--- src/rtl/mux_arb_pkg.sv ---
// Shared types for the 4:1 round-robin arbiter/sequencer.
// Latency: n/a (types only). Backpressure: n/a.
// Lock types are used only when MUX_ARB_PKT_LOCK_EN is defined.
package mux_arb_pkg;

    localparam int SEL_BITS = 2;
    localparam int NUM_REQ  = 1 << SEL_BITS;

    typedef logic [SEL_BITS-1:0] sel_t;

    typedef enum logic {
        IDLE   = 1'b0,
        LOCKED = 1'b1
    } lock_state_t;

    function automatic sel_t sel_next(input sel_t s);
        return s + sel_t'(1);
    endfunction

endpackage

--- src/rtl/rr_pick4.sv ---
// Rotate-priority picker: first valid requester at or after ptr wins.
// Latency: combinational. Backpressure: none, pure function of valid/ptr.
// Lowest rotation offset has highest priority; no valid means grant_valid=0.
module rr_pick4
    import mux_arb_pkg::*;
(
    input  logic [3:0] valid,
    input  logic [1:0] ptr,
    output logic       grant_valid,
    output logic [1:0] grant
);

    logic [1:0] idx;

    // Walk from the farthest offset down so the nearest valid one is kept last.
    always_comb begin
        grant_valid = 1'b0;
        grant       = ptr;
        idx         = ptr;
        for (int k = NUM_REQ - 1; k >= 0; k--) begin
            idx = ptr + 2'(k);
            if (valid[idx]) begin
                grant_valid = 1'b1;
                grant       = idx;
            end
        end
    end

endmodule

--- src/rtl/mux_arb_4to1.sv ---
// Round-robin 4:1 arbiter feeding one registered output stage; MUX_ARB_PKT_LOCK_EN adds packet lock.
// Latency: 1 cycle from input transfer to out_valid; one word per cycle when out_ready=1.
// Backpressure: inputs accepted only when the output register is empty or being drained.
module mux_arb_4to1
    import mux_arb_pkg::*;
#(
    parameter int WIDTH     = 16,
    parameter int SEL_WIDTH = 2   // only 2 is supported
) (
    input  logic                 clk,
    input  logic                 rst,
    input  logic [3:0]           in_valid,
    input  logic [WIDTH-1:0]     in_data0,
    input  logic [WIDTH-1:0]     in_data1,
    input  logic [WIDTH-1:0]     in_data2,
    input  logic [WIDTH-1:0]     in_data3,
    input  logic [3:0]           in_last,
    output logic [3:0]           in_ready,
    output logic                 out_valid,
    output logic [WIDTH-1:0]     out_data,
    output logic [SEL_WIDTH-1:0] out_sel,
    input  logic                 out_ready
);

    sel_t             ptr;
    logic             load_en;
    logic [3:0]       pick_valid;
    logic             grant_valid;
    sel_t             grant;
    logic             xfer;
    logic             ptr_adv;
    logic [WIDTH-1:0] sel_data;

    assign load_en = !out_valid || out_ready;

`ifdef MUX_ARB_PKT_LOCK_EN
    lock_state_t state_q, state_d;
    sel_t        lock_id_q, lock_id_d;

    // While locked only the owning requester may be picked; gaps grant nobody.
    always_comb begin
        pick_valid = in_valid;
        if (state_q == LOCKED) begin
            pick_valid = in_valid & (4'b0001 << lock_id_q);
        end
    end

    // Pointer moves only when a packet completes (single beat or closing beat).
    assign ptr_adv = in_last[grant];

    always_ff @(posedge clk or posedge rst) begin
        if (rst) begin
            state_q   <= IDLE;
            lock_id_q <= '0;
        end else begin
            state_q   <= state_d;
            lock_id_q <= lock_id_d;
        end
    end

    always_comb begin
        state_d   = state_q;
        lock_id_d = lock_id_q;
        case (state_q)
            IDLE: begin
                if (xfer && !in_last[grant]) begin
                    state_d   = LOCKED;
                    lock_id_d = grant;
                end
            end
            LOCKED: begin
                if (xfer && in_last[grant]) begin
                    state_d = IDLE;
                end
            end
            default: state_d = IDLE;
        endcase
    end
`else
    logic unused_last;

    assign pick_valid  = in_valid;
    assign ptr_adv     = 1'b1;
    assign unused_last = ^in_last;
`endif

    rr_pick4 u_pick (
        .valid       (pick_valid),
        .ptr         (ptr),
        .grant_valid (grant_valid),
        .grant       (grant)
    );

    assign xfer = load_en && grant_valid;

    always_comb begin
        in_ready = 4'b0000;
        if (xfer && !rst) begin
            in_ready = 4'b0001 << grant;
        end
    end

    always_comb begin
        case (grant)
            2'd0:    sel_data = in_data0;
            2'd1:    sel_data = in_data1;
            2'd2:    sel_data = in_data2;
            default: sel_data = in_data3;
        endcase
    end

    always_ff @(posedge clk or posedge rst) begin
        if (rst) begin
            out_valid <= 1'b0;
            out_data  <= '0;
            out_sel   <= '0;
            ptr       <= '0;
        end else if (load_en) begin
            if (grant_valid) begin
                out_valid <= 1'b1;
                out_data  <= sel_data;
                out_sel   <= SEL_WIDTH'(grant);
                if (ptr_adv) begin
                    ptr <= sel_next(grant);
                end
            end else begin
                out_valid <= 1'b0;
            end
        end
    end

endmodule

--- config.mk ---
export PLATFORM = sky130hd
export DESIGN_NAME = mux_arb_4to1
export DESIGN_NICKNAME = d
export VERILOG_FILES = /design/src/rtl/mux_arb_pkg.sv /design/src/rtl/rr_pick4.sv /design/src/rtl/mux_arb_4to1.sv
export SDC_FILE = /design/constraint.sdc
export NUM_CORES = 1
export LEC_CHECK = 0
export ABC_AREA = 1
export CAP_MARGIN = 10
export CORE_MARGIN = 1
export CORE_UTILIZATION = 42
export CTS_BUF_LIST = sky130_fd_sc_hd__clkbuf_8
export DETAILED_ROUTE_END_ITERATION = 8
export GPL_TIMING_DRIVEN = 0
export PLACE_DENSITY = 0.89
export SKIP_LAST_GASP = 1
export SLEW_MARGIN = 20
export SYNTH_ARGS = -nofsm -noshare
export SYNTH_HDL_FRONTEND = slang
export SYNTH_SLANG_ARGS = --single-unit
--- constraint.sdc ---
create_clock -name clk -period 4.1 [get_ports clk]
set_input_delay 0.82 -clock clk [delete_from_list [all_inputs] [get_ports clk]]
set_output_delay 0.82 -clock clk [all_outputs]
set_load 0.05 [all_outputs]
==> impl_metrics.py, run 1 <==
metrics = {
    "timing": {
        "clock_skew_ns": 0.004208,
        "drv_slew": 0,
        "finalCritPeriodShare": 0.9618,
        "hold_violations": 0,
        "worst_pin_slew_ns": 0.8499,
        "setup_viol": 0,
        "fmax_ghz": 0.2536,
        "period_minus_slack_ns": 3.943,
        "rsz0062_at_grt": "yes",
        "fin_ws_ns": 0.1565,
        "fin_tns_setup_ns": 0,
        "slew_headroom": 0.4328,
    },
    "setup_path": {
        "critPathArrivalTime_ns": 3.12,
        "slowest_stage": "clkdlybuf4s50_1",
        "cpMostUsedCell": "nand2_1",
        "crit_path_end_kind": "primary output",
        "crit_chain": "clkdlybuf4s50_1, nand2_1, nand2_1, nand2_1, nand2_1, inv_1, nand2_1, nand3_1, nand2_1, nand2_1, inv_1, ha_1, buf_2, inv_1, nor2_1, clkbuf_2",
        "critPathTopFamily": "buffers and inverters",
        "start_kind": "input pin",
        "r2r_cells": 15,
        "crit_fanout": 17,
        "cpPeakStageDelay_ns": 0.49,
        "path_buf_inv": 6,
        "cp.required_ns": 3.28,
        "path_depth": 16,
        "critical_path_class": "input pin to primary output",
    },
    "global_route": {
        "grt-ovfl-total": 0,
        "antenna_found_initial": 0,
        "grt_pass1_wl_mm": 8.224,
        "grt_pass1_vias": 1781,
        "grt_max_degree": 23,
        "grt_use_total": 0.2553,
    },
    "power_and_ir_drop": {
        "leakage_nw": 1.235,
        "total_power_mw": 2.756,
        "irDropWorstVdd_mv": 0.6267,
        "power.density_mw_per_mm2": 1041,
    },
    "cells_and_area": {
        "stdcell_count": 375,
        "drive_gt1_frac": 0.1193,
        "diodes": 0,
        "fin_util": 0.7178,
        "multi_input_area_um2": 882.1,
        "areaGrowthSynthToFinish_pct": 62.89,
        "ff_latch_area_um2": 525.5,
        "num-nets-final": 408,
        "filler_cell_count": 305,
    },
    "placed_design": {
        "hpwl_mm": 3.860,
        "portBuffers": 93,
        "dp_worst_setup_slack_ns": -0.6085,
        "dp.cells": 374,
        "routabilityCongestion": 0.8732,
    },
    "floorplan": {
        "core_mm2": 0.003689,
        "start_util": 0.4406,
        "dieArea_mm2": 0.004122,
        "die_w_um": 64.21,
        "ioPinCount": 98,
        "rows": 22,
        "die_h_um": 64.21,
    },
    "synth": {
        "synth-edff-count": 0,
        "ys_async_sr_fraction": 1.000,
        "synth.distinct_cells": 21,
        "synth.yosys.seq_area_share": 0.3233,
        "syn-instance-count": 233,
        "synth_area_per_cell_um2": 6.976,
        "synth_flop_cell": "dfrtp_1",
        "ys_warn_count": 0,
        "synth_area_mm2": 0.001625,
        "synth_fp_nets": 313,
        "synth_seq_cells": 21,
    },
    "cts": {
        "htreeDepth": 1,
        "clock_tree.buffer_depth": 2,
        "cts-root-buf": "clkbuf_8",
        "clk_latency_ns": 0.26,
        "cts_tree": "built",
        "clk_pin_slew_worst_paths_ns": 0.08,
        "cts.sinks": 21,
        "cts_buffers": 3,
    },
    "route": {
        "dr.pass1.iters": 4,
        "wl_per_cell_um": 13.34,
        "avgViaCountPerCell": 5.051,
        "ant_nets": 0,
        "vias": 1894,
        "drt-initial-drc-count": 93,
        "wl_mm": 5.004,
        "drcViolationCount": 0,
    },
    "outcome": {
        "status": "completed",
    },
    "min_path": {
        "whs_path_depth": 2,
        "hold_path_class": "register to register",
    },
    "run": {
        "drv_cap": 0,
    },
}
## flip-flops by register name, summed over array words and instances, names as in the netlist
name	cells
out_data	16
out_valid	1
out_sel	2
ptr	2
## worst register-to-register path, stage by stage, from the launching register on
cell and delay (ns):
dfrtp_1 0.36, buf_4 0.17, inv_4 0.09, nand2_1 0.07, nand2_1 0.10, nand2_2 0.09
nand2_2 0.08, inv_1 0.04, nand2_1 0.07, nand4_1 0.11, nand2_1 0.21, ha_1 0.27
clkbuf_1 0.44, a21oi_1 0.08, a32o_1 0.25, o21ai_0 0.16
## metal layers
metal | routed length [um] | track usage | vias to the layer above
li1 | - | - | 943
met1 | 2051 | 0.3117 | 867
met2 | 2608 | 0.4601 | 76
met3 | 293 | 0.04286 | 8
met4 | 50 | 0.06667 | 0
met5 | 0 | 0 | -
## area by class of cell
cell class / count / share of cell area
clock buffers: 3 / 0.01560
plain buffers: 11 / 0.03166
repair buffers: 93 / 0.3478
clock inverters: 1 / 0.001418
flip-flops and latches: 21 / 0.1985
multi-input cells: 164 / 0.3332
inverters: 34 / 0.04915
well taps: 48 / 0.02268
## Yosys cell counts (2+ instances only)
cell type  count  area [um^2]
nand2_2       12        75.07
inv_1         31        116.4
a21oi_1       16        80.08
o21ai_0       11        55.05
ha_1           5        62.56
o21ai_2        6        52.55
nand3_1        9        45.04
buf_4          2        15.01
a32o_1        16        160.2
buf_2          4        20.02
dfrtp_1       21        525.5
inv_2          2        7.510
clkbuf_1       6        22.52
nand2_1       81        304.0
nor2_1         5        18.77
## power breakdown
part | switching (mW) | internal (mW)
sequential | 0.0694 | 0.326
clock | 0.0705 | 0.0668
combinational | 1.36 | 0.859
## metrics by stage
stage	instance area, um^2	hold WS (ns)
floorplan	1625	0.5773
global placement	2616	0.4670
detailed placement	2616	0.4765
CTS	2654	0.4957
global route	2648	0.5214
finish	2648	0.4937
## repair_timing
action,CTS,global route
hold buffers,0,0
setup endpoints to repair,3,4
setup buffers,0,0
resized for setup,8,10
## cell families after synthesis
group | after synthesis | synth area share
DFF | 21 | 0.3233
adders and majority gates | 5 | 0.03849
and+or+nand+nor | 110 | 0.2871
buffers and inverters | 48 | 0.1370
AOI/OAI and AO/OA | 49 | 0.2140
## placed cells by master, fill, tap and decap left out, types with 3 or more instances in the layout
| cell type | synthesis | final |
|---|---|---|
| a21oi_1 | 16 | 16 |
| a32o_1 | 16 | 16 |
| buf_2 | 4 | 4 |
| clkbuf_1 | 6 | 3 |
| clkbuf_8 | 0 | 3 |
| clkdlybuf4s50_1 | 0 | 89 |
| dfrtp_1 | 21 | 21 |
| ha_1 | 5 | 3 |
| inv_1 | 31 | 32 |
| nand2_1 | 81 | 81 |
| nand2_2 | 12 | 12 |
| nand3_1 | 9 | 9 |
| nor2_1 | 5 | 5 |
| o21ai_0 | 11 | 11 |
| o21ai_2 | 6 | 6 |
## final timing paths
path,from,endpoint,slack [ns]
worst max-delay path,in_valid[2],in_ready[2],0.16
worst min register to register,out_sel[0],out_sel[0],0.49
max in group asynchronous,rst,out_data[3],2.55
min in group asynchronous,rst,out_data[10],1.03
worst max register to register,ptr[0],out_data[0],1.44
worst min-delay path,out_sel[0],out_sel[0],0.49
(Power assumes the default switching activity.)
==> run 2, diff against run 1 <==
--- a/config.mk
+++ b/config.mk
@@ -13,6 +13,7 @@
 export DETAILED_ROUTE_END_ITERATION = 8
 export GPL_TIMING_DRIVEN = 0
 export PLACE_DENSITY = 0.89
+export SKIP_CTS_REPAIR_TIMING = 1
 export SKIP_LAST_GASP = 1
 export SLEW_MARGIN = 20
 export SYNTH_ARGS = -nofsm -noshare
==> run 2 against run 1 <==
  * Non-clock buffer count unchanged
  * Global-route usage rose by 0.11 points
  * Sequential power barely moved
  * Final cell count unchanged
  * Critical endpoint is now in_ready[1]
==> impl_metrics.py, run 2 (synthesis results as in run 1) <==
metrics = {
    "floorplan": {
        "ioPinCount": 98,
        "die_w_um": 64.21,
        "die_h_um": 64.21,
        "dieArea_mm2": 0.004122,
        "start_util": 0.4406,
        "core_mm2": 0.003689,
        "rows": 22,
    },
    "power_and_ir_drop": {
        "irDropWorstVdd_mv": 0.6299,
        "power.density_mw_per_mm2": 1045,
        "total_power_mw": 2.767,
        "leakage_nw": 1.235,
    },
    "setup_path": {
        "cp.required_ns": 3.28,
        "cpMostUsedCell": "nand2_1",
        "path_buf_inv": 5,
        "critPathTopFamily": "buffers and inverters",
        "crit_chain": "clkdlybuf4s50_1, inv_1, nand2_1, nand3_1, nand2_1, nand3_1, nand3_1, nand2_1, nand2_1, ha_2, buf_2, inv_1, nor2_1, buf_2",
        "critPathArrivalTime_ns": 3.13,
        "cpPeakStageDelay_ns": 0.49,
        "critical_path_class": "input pin to primary output",
        "crit_fanout": 10,
        "start_kind": "input pin",
        "crit_path_end_kind": "primary output",
        "slowest_stage": "clkdlybuf4s50_1",
    },
    "cells_and_area": {
        "final_common_cell": "clkdlybuf4s50_1",
        "filler_cell_count": 305,
        "drive_gt1_frac": 0.1193,
        "largestRegisters": "out_data: 16 flops, out_sel: 2 flops, ptr: 2 flops",
        "top_register": "out_data",
        "num-nets-final": 408,
        "ff_latch_area_um2": 525.5,
        "largest_reg_flops": 16,
        "areaGrowthSynthToFinish_pct": 62.89,
        "multi_input_area_um2": 882.1,
        "diodes": 0,
        "final_cell_mix": "clkdlybuf4s50_1 (89), nand2_1 (81), inv_1 (32), dfrtp_1 (21)",
    },
    "route": {
        "drt-initial-drc-count": 99,
        "drcViolationCount": 0,
        "avgViaCountPerCell": 5.165,
        "wl_mm": 5.051,
        "dr.pass1.iters": 4,
        "vias": 1937,
        "wl_per_cell_um": 13.47,
        "ant_nets": 0,
    },
    "placed_design": {
        "hpwl_mm": 3.860,
        "portBuffers": 93,
        "routabilityCongestion": 0.8732,
    },
    "timing": {
        "fmax_ghz": 0.2534,
        "period_minus_slack_ns": 3.947,
        "hold_ws_ns": 0.4927,
        "drv_slew": 0,
        "hold_violations": 0,
        "setup_viol": 0,
        "clock_skew_ns": 0.002955,
        "worst_pin_slew_ns": 0.8651,
        "rsz0062_at_grt": "yes",
        "finalCritPeriodShare": 0.9626,
        "slew_headroom": 0.4226,
    },
    "cts": {
        "htreeDepth": 1,
        "cts.sinks": 21,
        "cts_tree": "built",
        "clk_latency_ns": 0.26,
        "clk_pin_slew_worst_paths_ns": 0.08,
        "cts_buffers": 3,
        "cts-root-buf": "clkbuf_8",
        "clock_tree.buffer_depth": 2,
    },
    "min_path": {
        "hold_path_class": "register to register",
    },
    "global_route": {
        "grt_pass1_vias": 1783,
        "grt_pass1_wl_mm": 8.273,
        "grt_use_total": 0.2564,
        "grt_max_degree": 23,
        "antenna_found_initial": 0,
        "grt-ovfl-total": 0,
    },
    "run": {
        "drv_cap": 0,
    },
    "outcome": {
        "status": "completed",
    },
}
[run 2: final timing paths]
check | startpoint | end | slack, ns | depth (start not counted)
setup / recovery | in_valid[2] | in_ready[1] | 0.15 | 14
hold / removal | out_data[15] | out_data[15] | 0.49 | 2
setup reg to reg | ptr[0] | out_data[0] | 1.41 | 15
hold reg to reg | out_data[15] | out_data[15] | 0.49 | 2
max in group asynchronous | rst | out_data[3] | 2.53 | 2
min in group asynchronous | rst | out_data[10] | 1.04 | 2
[run 2: through the flow]
step                      instances  utilization  setup WS [ns]  setup TNS, ns  area [um^2]
after floorplan                 233            -         0.4899              0         1625
after global placement          374       0.7093        -0.5633         -1.596         2616
after detailed placement        374       0.7093        -0.6085         -1.770         2616
after CTS                       378       0.7215        -0.6099         -1.796         2661
after global routing            375       0.7178       -0.05526        -0.1276         2648
final                           375       0.7178         0.1532              0         2648
[run 2: final cells by class]
cell class / count / share of cell area
Timing Repair Buffer: 93 / 0.3478
Inverter: 34 / 0.04915
Clock buffer: 3 / 0.01560
Buffer: 11 / 0.03166
Clock inverter: 1 / 0.001418
Tap cell: 48 / 0.02268
Sequential cell: 21 / 0.1985
Multi-Input combinational cell: 164 / 0.3332
[run 2: tightest hold or removal path: stages, from the launching register on]
cell and delay (ns):
dfrtp_1 0.35, nand2_1 0.05, o21ai_0 0.06
[run 2: report_power, final]
group | internal [mW] | leakage, nW | switching, mW
Clock | 0.0668 | 0.0269 | 0.0697
Sequential | 0.326 | 0.257 | 0.0684
Combinational | 0.860 | 0.952 | 1.38
[run 2: routing by layer]
layer,share of wire,up-vias,track usage
li1,-,943,-
met1,0.42,901,0.3194
met2,0.51,87,0.4548
met3,0.062,6,0.04286
met4,0.010,0,0.06667
met5,0,-,0
